**src/rtl/key_event_capture.sv**
```systemverilog
// Debounces the active-low 8:3 priority encoder outputs, turns each accepted key press into a
// single key-index event, and queues the events in a small first-word-fall-through FIFO.
module key_event_capture #(
    parameter int unsigned DEBOUNCE_CYCLES = 16,
    parameter int unsigned FIFO_DEPTH      = 4,
    parameter int unsigned CNT_W           = 3
) (
    input  logic             clk,
    input  logic             rst,
    input  logic [2:0]       enc_a,
    input  logic             enc_gs,
    output logic [2:0]       key_code,
    output logic             key_valid,
    input  logic             key_ready,
    output logic             key_held,
    output logic [CNT_W-1:0] key_count,
    output logic             overflow
);

    localparam int unsigned DbW  = $clog2(DEBOUNCE_CYCLES);
    localparam int unsigned PtrW = $clog2(FIFO_DEPTH);
    localparam logic [DbW-1:0] DbLast = DbW'(DEBOUNCE_CYCLES - 1);

    typedef enum logic [1:0] {StIdle, StPressDb, StPressed, StRelDb} state_e;

    // Synchroniser; resets to the inactive (all-ones) encoder code
    logic [3:0] sync1_q, sync2_q;
    logic       s_act;
    logic [2:0] s_idx;

    always_ff @(posedge clk) begin
        if (rst) begin
            sync1_q <= '1;
            sync2_q <= '1;
        end else begin
            sync1_q <= {enc_gs, enc_a};
            sync2_q <= sync1_q;
        end
    end

    assign s_act = ~sync2_q[3];
    assign s_idx = ~sync2_q[2:0];

    state_e         state_q, state_d;
    logic [DbW-1:0] cnt_q, cnt_d, cnt_inc;
    logic [2:0]     cand_q, cand_d, cur_q, cur_d;
    logic           push;

    assign cnt_inc = (cnt_q == '1) ? cnt_q : cnt_q + DbW'(1);

    always_comb begin
        state_d = state_q;
        cnt_d   = cnt_q;
        cand_d  = cand_q;
        cur_d   = cur_q;
        push    = 1'b0;
        unique case (state_q)
            StIdle: begin
                if (s_act) begin
                    cand_d  = s_idx;
                    cnt_d   = DbW'(1);
                    state_d = StPressDb;
                end
            end
            StPressDb: begin
                if (!s_act) begin
                    state_d = StIdle;
                end else if (s_idx != cand_q) begin
                    cand_d = s_idx;
                    cnt_d  = DbW'(1);
                end else if (cnt_q == DbLast) begin
                    push    = 1'b1;
                    cur_d   = cand_q;
                    state_d = StPressed;
                end else begin
                    cnt_d = cnt_inc;
                end
            end
            StPressed: begin
                if (!s_act) begin
                    cnt_d   = DbW'(1);
                    state_d = StRelDb;
                end else if (s_idx != cur_q) begin
                    cand_d  = s_idx;
                    cnt_d   = DbW'(1);
                    state_d = StPressDb;
                end
            end
            StRelDb: begin
                // A short release bounce back to the same key resumes the hold silently
                if (s_act && s_idx == cur_q) begin
                    state_d = StPressed;
                end else if (s_act) begin
                    cand_d  = s_idx;
                    cnt_d   = DbW'(1);
                    state_d = StPressDb;
                end else if (cnt_q == DbLast) begin
                    state_d = StIdle;
                end else begin
                    cnt_d = cnt_inc;
                end
            end
            default: state_d = StIdle;
        endcase
    end

    always_ff @(posedge clk) begin
        if (rst) begin
            state_q <= StIdle;
            cnt_q   <= '0;
            cand_q  <= '0;
            cur_q   <= '0;
        end else begin
            state_q <= state_d;
            cnt_q   <= cnt_d;
            cand_q  <= cand_d;
            cur_q   <= cur_d;
        end
    end

    assign key_held = (state_q == StPressed) || (state_q == StRelDb);

    logic [2:0]       mem [FIFO_DEPTH];
    logic [PtrW-1:0]  wptr_q, rptr_q;
    logic [CNT_W-1:0] count_q;
    logic             overflow_q;
    logic             full, pop, do_push;

    assign full    = (count_q == CNT_W'(FIFO_DEPTH));
    assign pop     = key_valid & key_ready;
    // A pop in the same cycle frees a slot, so a full FIFO still accepts the push
    assign do_push = push & (~full | pop);

    always_ff @(posedge clk) begin
        if (do_push) begin
            mem[wptr_q] <= cand_q;
        end
    end

    always_ff @(posedge clk) begin
        if (rst) begin
            wptr_q     <= '0;
            rptr_q     <= '0;
            count_q    <= '0;
            overflow_q <= 1'b0;
        end else begin
            if (do_push) begin
                wptr_q <= wptr_q + PtrW'(1);
            end
            if (pop) begin
                rptr_q <= rptr_q + PtrW'(1);
            end
            if (do_push && !pop) begin
                count_q <= count_q + CNT_W'(1);
            end else if (!do_push && pop) begin
                count_q <= count_q - CNT_W'(1);
            end
            if (push && full && !pop) begin
                overflow_q <= 1'b1;
            end
        end
    end

    assign key_valid = (count_q != '0);
    assign key_code  = key_valid ? mem[rptr_q] : 3'd0;
    assign key_count = count_q;
    assign overflow  = overflow_q;

endmodule

```
**config.mk**
```make
export PLATFORM = sky130hd
export DESIGN_NAME = key_event_capture
export DESIGN_NICKNAME = d
export VERILOG_FILES = /design/src/rtl/key_event_capture.sv
export SDC_FILE = /design/constraint.sdc
export NUM_CORES = 1
export LEC_CHECK = 0
export CAP_MARGIN = 30
export CORE_ASPECT_RATIO = 1.25
export CORE_MARGIN = 3
export CORE_UTILIZATION = 45
export DETAILED_ROUTE_END_ITERATION = 6
export PLACE_DENSITY = 0.6
export SYNTH_ARGS = -nofsm -noshare
export SYNTH_HDL_FRONTEND = slang
export SYNTH_SLANG_ARGS = --single-unit
```
**constraint.sdc**
```tcl
create_clock -name clk -period 3.2 [get_ports clk]
set_clock_uncertainty 0.1 [all_clocks]
set_input_delay 0.64 -clock clk [delete_from_list [all_inputs] [get_ports clk]]
set_output_delay 0.64 -clock clk [all_outputs]
set_load 0.05 [all_outputs]
```
# Yosys cells after proc, flatten, opt, wreduce, memory -nomap -nowiden
# Memory sizes are Yosys's and may differ from the RTL's. A register that Yosys moved wholly into a read port is not among the register bits.
# Index checks and enable logic that the tools add are counted.
# totals
input_bits	7
ram_bits	12
reg_bits	28
n_memories	1
# memory_table
memory	depth	width	rd	rd_clocked_by_memory_dff	wr	line_no	source
mem	4	3	1	1	1	123	logic [2:0] mem [FIFO_DEPTH];
# classes
bitwise_logic	7
reduce_logical	15
eq_ne	18
muxes	37
addsub	5
# op_table
op	n
$mux W4	8
$mux W3	9
$mux W2	11
$pmux W4 S4	1
$ne A2 B2 Y1 const B	6
$pmux W3 S4	1
$reduce_and A5 Y1	2
$ne A3 B3 Y1 const B	3
$pmux W2 S4	1
$reduce_and A4 Y1	2
$mux W1	6
$ne A3 B3 Y1	2
$logic_and A1 B1 Y1	5
$add A2 B1 Y2 const B	2
$add A4 B1 Y4 const B	1
$eq A2 B2 Y1 const B	2
$eq A4 B4 Y1 const B	1
$ne A4 B4 Y1 const B	1
$add A3 B1 Y3 const B	1
$eq A3 B3 Y1	1
$eq A3 B3 Y1 const B	1
$not A1 Y1	3
$not A3 Y3	1
$reduce_bool A3 Y1	1
8 further kinds	10

# Logic depth before layout (Yosys ltp)
# Gate-level depths: netlist of run 1.
# depth
ltp_word	10
ltp_mapped	10
mapped_depth_nobuf	10

# Worst setup path before layout of run 1
# No wires, ideal clock.
# synth_timing
path_type	register to register
from	register cnt_q[0]
to	register count_q[2], in the netlist key_count[2]
t_required_ps	3029
path_slack_ps	344
path_stages_with_launch	11
setup_time_ps	71
arrival_time_ps	2686
n_path_buf	0
path_cell_list	dfxtp_1 > ha_1 > nand3_1 > or4_4 > nor3_4 > ha_1 > inv_1 > fa_1 > xor2_1 > or3_1 > a21oi_1
# synth_between
elab_chain_len	9
elab_cells_between_ends	11
# synth_rtl
element	line_no	source
start, declared	45	logic [DbW-1:0] cnt_q, cnt_d, cnt_inc;
start signal, assigned	115	cnt_q <= cnt_d;
$eq A4 B4 Y1 *	71	end else if (cnt_q == DbLast) begin
$mux W1 *	71	
$mux W1 *	68	end else if (s_idx != cand_q) begin
$mux W1 *	66	if (!s_act) begin
$mux W1 *	57	unique case (state_q)
$and A1 B1 Y1 *	132	assign do_push = push & (~full | pop);
via do_push	127	logic full, pop, do_push;
$logic_not A1 Y1	155	end else if (!do_push && pop) begin
$logic_and A1 B1 Y1	155	
$reduce_bool A2 Y1 (no source line)	--	
end signal, assigned	154	count_q <= count_q + CNT_W'(1);
end signal, assigned	156	count_q <= count_q - CNT_W'(1);
end, declared	125	logic [CNT_W-1:0] count_q;
# Mark *: on every way through the listed nets, which the timed path passes. The rest lies on a longest branch.
# A chain may end at the register's enable or synchronous reset.

# Worst setup path in the final report of run 1
# Same ends and word-level chain as after synthesis.

==> flow_metrics.env, run 1 <==
export IMPL_grt_overflow_total=0
export IMPL_ys_warn_count=0
export IMPL_die_area_sq_um=5290
export IMPL_tightest_slew_ns=0.778
export IMPL_maxCapViolCount=0
export IMPL_dominantRegCellSynth="dfxtp_1"
export IMPL_crit_top_cell="ha_1"
export IMPL_drc_errors=0
export IMPL_synth_avg_cell_area_sq_um=10.6
export IMPL_setup_tns_ns=0
export IMPL_hold_buffers=0
export IMPL_p_leak_nw=0.865
export IMPL_min_delay_path_class="flop to flop"
export IMPL_period_minus_slack_ns=2.94
export IMPL_synth_top_area_share_pct=30.0
export IMPL_start_util_pct=47.7
export IMPL_grt_pass1_vias=1418
export IMPL_hold_violations=0
export IMPL_drive_above_1_share_pct=13.9
export IMPL_critical_path_top_delay_family="simple AND/OR/NAND/NOR gates"
export IMPL_pin_count=16
export IMPL_rsz0062_at_grt="no"
export IMPL_synth_area_leader_cell="dfxtp_1"
export IMPL_cts_buffers=5
export IMPL_dr_pass1_iters=4
export IMPL_synth_area_leaders="dfxtp_1 (30%), edfxtp_1 (18%), ha_1 (6.9%)"
export IMPL_clock_sinks=42
export IMPL_fin_nets=227
export IMPL_crit_slowest_cell="or4_4"
export IMPL_internal_power_w=0.00109
export IMPL_grt_total_usage_pct=15.8
export IMPL_drtIter0Drc=51
export IMPL_power_frac_comb_pct=38.7
export IMPL_status="completed"
export IMPL_cts_tree="done"
export IMPL_cp_end_kind="flop"
export IMPL_num_rows=26
export IMPL_diodes=0
export IMPL_via_per_inst=5.27
export IMPL_max_stage_delay_ns=0.46
export IMPL_ys_seq_elements=42
export IMPL_syn_instance_count=188
export IMPL_powerDensity_nw_per_um2=736
export IMPL_power_share_switching_pct=36.7
export IMPL_ys_types=42
export IMPL_finalPower_w=0.00172
export IMPL_worstSetupPathType="flop to flop"
export IMPL_hpwl_um=2750
export IMPL_place_congestion=0.831
export IMPL_max_clock_freq_mhz=340
export IMPL_num_vias=1397
export IMPL_fill_cells=383
export IMPL_cts_htree_levels=2
export IMPL_antenna_found_initial=0
export IMPL_synth_most_common_cell="dfxtp_1"
export IMPL_cts_buffer_depth=2
export IMPL_antenna_left=0
export IMPL_worstSkewPairLatency_ns=0.29
export IMPL_die_height_um=80.6
export IMPL_fin_crit_sh_pct=92.0
export IMPL_max_slew_margin_pct=47.9
export IMPL_root_buffer="clkbuf_8"
export IMPL_cp_max_fo=7
export IMPL_die_w_um=65.6
export IMPL_ir_drop_mv=0.234
export IMPL_cts_setup_buffers=0
export IMPL_crit_chain="ha_1 -> nand3_1 -> or4_4 -> nor3_4 -> ha_1 -> inv_1 -> fa_1 -> xor2_1 -> or3_1 -> a21oi_1"
export IMPL_wl_per_cell_um=13.7
export IMPL_multiInputGateArea_sq_um=987
export IMPL_regArea_sq_um=961
export IMPL_routed_wirelength_um=3630
export IMPL_synth_common_cells="dfxtp_1 (30), nor2_1 (15), edfxtp_1 (12), ha_1 (11), nand2_1 (11)"
export IMPL_synth_edf_count=12
export IMPL_coreArea_sq_um=4200
export IMPL_reg2reg_setup_slack_ns=0.26
export IMPL_required_ns=3.32
export IMPL_crit_buf_inv=1
export IMPL_switchingPower_w=0.000629
export IMPL_grt_pass1_wl_um=6350
export IMPL_setup_viol_count_final=0
export IMPL_slew_viol_final=0
export IMPL_ys_seq_area_share_pct=48.0
export IMPL_critPathArrivalTime_ns=3.07
export IMPL_path_clk_slew_ns=0.08
export IMPL_syn_nets=207
export IMPL_ys_async_sr_fraction_pct=0
export IMPL_area_growth_pct=16.5
export IMPL_syn_area_sq_um=2000
export IMPL_p_seq_share_pct=38.0
export IMPL_dp_cells=257
export IMPL_final_cells=265
export IMPL_port_buffers=15
export IMPL_fin_util_pct=55.5
export IMPL_worst_setup_path_start_kind="flop"
export IMPL_ctsResizeCount=0
export IMPL_grt_max_degree=25
export IMPL_power_frac_clock_pct=23.3
-- stage by stage --
step / worst slack (ns) / area, sq um / hold slack (ns)
global route: 0.0264 / 2330 / 0.321
CTS: 0.243 / 2330 / 0.311
floorplan: 0.344 / 2000 / 0.289
detailed placement: 0.138 / 2220 / 0.293
global placement: 0.234 / 2220 / 0.292
finish: 0.257 / 2330 / 0.309
-- cells by family (layout without fill, tap and decap cells) --
kind of cell | Yosys count | in the layout | synth area share (%)
mux | 11 | 11 | 7.88
buf+inv | 14 | 35 | 2.63
flops | 42 | 42 | 48.0
xor+xnor | 11 | 11 | 4.82
compound gates | 32 | 32 | 10.6
simple gates | 66 | 66 | 18.1
fa+ha+maj | 12 | 12 | 7.88
-- flip-flops by register name, summed over array words and instances, names as in the netlist, named ones only --
register / flops
mem: 12
cnt_q: 4
sync1_q: 4
sync2_q: 4
cand_q: 3
cur_q: 3
key_count: 3
rptr_q: 2
state_q: 2
wptr_q: 2
overflow: 1
-- worst paths after layout --
kind                                 start            to  cells after the start
worst max-delay path              cnt_q[0]  key_count[2]                     10
worst min-delay path            sync1_q[0]    sync2_q[0]                      1
worst max register to register    cnt_q[0]  key_count[2]                     10
worst min register to register  sync1_q[0]    sync2_q[0]                      1
-- worst register-to-register path, delay by kind of cell, from the launching register on --
kind / cells / cell delay [ns]
AOI/OAI and AO/OA: 1 / 0.14
adders and majority gates: 3 / 0.85
buffers and inverters: 1 / 0.06
xor gates and xnor gates: 1 / 0.17
and+or+nand+nor: 4 / 1.15
DFF: 1 / 0.41
-- per-layer routing --
| layer | routed length (um) | share of wire, % | up-vias | global-route usage [%] |
|---|---|---|---|---|
| met5 | 0 | 0 | - | 0 |
| met3 | 128 | 3.5 | 7 | 4.34 |
| met1 | 1400 | 39 | 664 | 15.5 |
| met2 | 2040 | 56 | 28 | 29.9 |
| met4 | 60 | 1.7 | 0 | 6.85 |
| li1 | - | - | 698 | - |
-- final cells by class --
type	instances	share of cell area (%)
clock buffer	7	3.27
clock inverter	1	1.29
multi-input combinational	132	42.4
tap	56	3.01
inverter	9	1.45
sequential	42	41.2
timing repair buffer	18	7.41
-- layout by cell type (no fill, tap or decap), drive strengths merged, types with 7 or more instances in the layout --
master | synthesis | layout
nor2 | 15 | 15
ha | 11 | 11
dfxtp | 30 | 30
clkdlybuf4s50 | 0 | 15
xor2 | 8 | 8
edfxtp | 12 | 12
clkbuf | 4 | 7
or2 | 9 | 9
o21ai | 9 | 9
nand3 | 8 | 8
and2 | 7 | 7
inv | 9 | 9
nand2 | 11 | 11
-- power by group through the flow --
| stage | Combinational, W | Sequential, W | Clock [W] |
|---|---|---|---|
| 2_1_floorplan | 0.000432 | 0.000717 | 0 |
| 3_3_place_gp | 0.000654 | 0.000666 | 0 |
| 3_5_place_dp | 0.000667 | 0.000667 | 0 |
| 4_1_cts | 0.000670 | 0.000655 | 0.000412 |
| 5_1_grt | 0.000718 | 0.000663 | 0.000442 |
| 6_report | 0.000664 | 0.000653 | 0.000399 |
Power figures use the tool's default switching activity.
==> run 2, diff against run 1 <==
CORE_UTILIZATION = 57   (was 45)
PLACE_DENSITY = 0.82   (was 0.6)
SKIP_LAST_GASP = 1   (was not set)
==> run 2 against run 1 <==
Compared with the run above: register-to-register slack lost 0.05 ns; via count is 1.0% higher; worst hold slack hardly changed; critical endpoint unchanged; non-clock buffer count fell by 1; power up 0.52%; critical path type unchanged.
==> flow_metrics.env, run 2 (synthesis results as in run 1) <==
export IMPL_grt_overflow_total=0
export IMPL_root_buffer="clkbuf_8"
export IMPL_worstSkewPairLatency_ns=0.29
export IMPL_routed_wirelength_um=3730
export IMPL_maxCapViolCount=0
export IMPL_cts_tree="done"
export IMPL_cp_end_kind="flop"
export IMPL_cts_buffer_depth=2
export IMPL_drc_errors=0
export IMPL_r2r_worst_path_cells=10
export IMPL_hold_violations=0
export IMPL_antenna_found_initial=0
export IMPL_diodes=0
export IMPL_min_delay_path_class="flop to flop"
export IMPL_path_clk_slew_ns=0.08
export IMPL_powerDensity_nw_per_um2=750
export IMPL_cts_setup_buffers=0
export IMPL_area_growth_pct=14.9
export IMPL_post_place_ws_ns=0.142
export IMPL_hold_buffers=0
export IMPL_crit_buf_inv=1
export IMPL_port_buffers=15
export IMPL_holdPathStages=1
export IMPL_cp_max_fo=7
export IMPL_power_frac_clock_pct=23.2
export IMPL_required_ns=3.32
export IMPL_crit_slowest_cell="or4_4"
export IMPL_slew_viol_final=0
export IMPL_wl_per_cell_um=15.2
export IMPL_die_w_um=59.0
export IMPL_setup_slack_ns=0.211
export IMPL_via_per_inst=5.76
export IMPL_fin_crit_sh_pct=93.4
export IMPL_dr_pass1_iters=4
export IMPL_grt_pass1_wl_um=6390
export IMPL_crit_chain="ha_1 -> nand3_1 -> or4_4 -> nor3_4 -> ha_1 -> inv_1 -> fa_1 -> xor2_1 -> or3_1 -> a21oi_1"
export IMPL_place_congestion=0.824
export IMPL_largest_reg_flops=12
export IMPL_power_frac_comb_pct=38.7
export IMPL_setup_tns_ns=0
export IMPL_setup_viol_count_final=0
export IMPL_pin_count=16
export IMPL_p_leak_nw=0.860
export IMPL_period_minus_slack_ns=2.99
export IMPL_internal_power_w=0.00109
export IMPL_clock_sinks=42
export IMPL_grt_max_degree=21
export IMPL_max_stage_delay_ns=0.47
export IMPL_worstSetupPathType="flop to flop"
export IMPL_num_rows=23
export IMPL_worst_setup_path_start_kind="flop"
export IMPL_critPathArrivalTime_ns=3.10
export IMPL_num_vias=1411
export IMPL_drive_above_1_share_pct=13.5
export IMPL_status="completed"
export IMPL_fin_nets=226
export IMPL_p_seq_share_pct=38.1
export IMPL_die_height_um=72.2
export IMPL_rsz0062_at_grt="no"
export IMPL_cts_buffers=5
export IMPL_critical_path_top_delay_family="simple AND/OR/NAND/NOR gates"
export IMPL_tightest_slew_ns=0.737
export IMPL_power_share_switching_pct=37.0
export IMPL_start_util_pct=61.0
export IMPL_switchingPower_w=0.000638
export IMPL_antenna_left=0
export IMPL_drtIter0Drc=82
export IMPL_coreArea_sq_um=3280
export IMPL_largest_register="mem"
export IMPL_max_clock_freq_mhz=335
export IMPL_ir_drop_mv=0.803
export IMPL_mostFrequentLayoutCell="dfxtp_1"
export IMPL_grt_total_usage_pct=19.7
export IMPL_die_area_sq_um=4260
export IMPL_crit_top_cell="ha_1"
export IMPL_cts_htree_levels=2
export IMPL_grt_pass1_vias=1419
export IMPL_max_slew_margin_pct=50.2
export IMPL_hpwl_um=2840
export IMPL_ctsResizeCount=0
export IMPL_final_cell_mix="dfxtp_1 (30), nor2_1 (15), clkdlybuf4s50_1 (15), edfxtp_1 (12)"
export IMPL_cp_depth=10
run 2: changes by cell type in the layout (fill, tap and decap cells not counted), sizes merged:
cell	change
buf	-1
run 2: worst paths after layout:
path | from | to | slack [ns]
setup / recovery | cnt_q[0] | key_count[2] | 0.21
hold / removal | sync1_q[3] | sync2_q[3] | 0.31
setup reg to reg | cnt_q[0] | key_count[2] | 0.21
hold reg to reg | sync1_q[3] | sync2_q[3] | 0.31
run 2: metal layers:
| layer | vias up | part of all wire, % | global-route usage, % |
|---|---|---|---|
| met5 | - | 0 | 0 |
| li1 | 701 | - | - |
| met2 | 35 | 57 | 38.1 |
| met1 | 669 | 38 | 20.9 |
| met4 | 0 | 1.4 | 6.05 |
| met3 | 6 | 3.8 | 3.74 |
run 2: area by class of cell:
| class | count | area, sq um |
|---|---|---|
| clock buffers | 7 | 76.3 |
| clock inverters | 1 | 30.0 |
| fillers | 256 | 981 |
| inverters | 9 | 33.8 |
| multi-input cells | 132 | 987 |
| flip-flops and latches | 42 | 961 |
| well taps | 37 | 46.3 |
| repair buffers | 17 | 165 |
run 2: per-stage QoR:
stage / total power, W / hold slack, ns / cell area, sq um / utilization [%] / std cells
6_report: 0.00172 / 0.309 / 2300 / 70.1 / 245
3_5_place_dp: 0.00134 / 0.293 / 2190 / 66.9 / 237
4_1_cts: 0.00174 / 0.310 / 2300 / 70.1 / 245
5_1_grt: 0.00182 / 0.320 / 2300 / 70.1 / 245
3_3_place_gp: 0.00131 / 0.293 / 2190 / 66.9 / 237
2_1_floorplan: 0.00115 / 0.289 / 2000 / - / 188
run 2: worst reg2reg max path: cells and delay by family, from the launching register on:
kind / cells / cell delay (ns)
compound gates: 1 / 0.14
xor+xnor: 1 / 0.18
fa+ha+maj: 3 / 0.86
buf+inv: 1 / 0.06
flops: 1 / 0.41
simple gates: 4 / 1.16
run 2: power groups by stage:
stage	logic [W]	registers (W)	clock network, W
detailed placement	0.000667	0.000670	0
finish	0.000668	0.000656	0.000401
global route	0.000722	0.000668	0.000425
floorplan	0.000432	0.000717	0
global placement	0.000646	0.000664	0
CTS	0.000671	0.000658	0.000406
==> run 3, diff against run 2 <==
CAP_MARGIN = 20   (was 30)
==> results of run 3 <==
Final layout, timing and power as in run 2 (identical DEF).
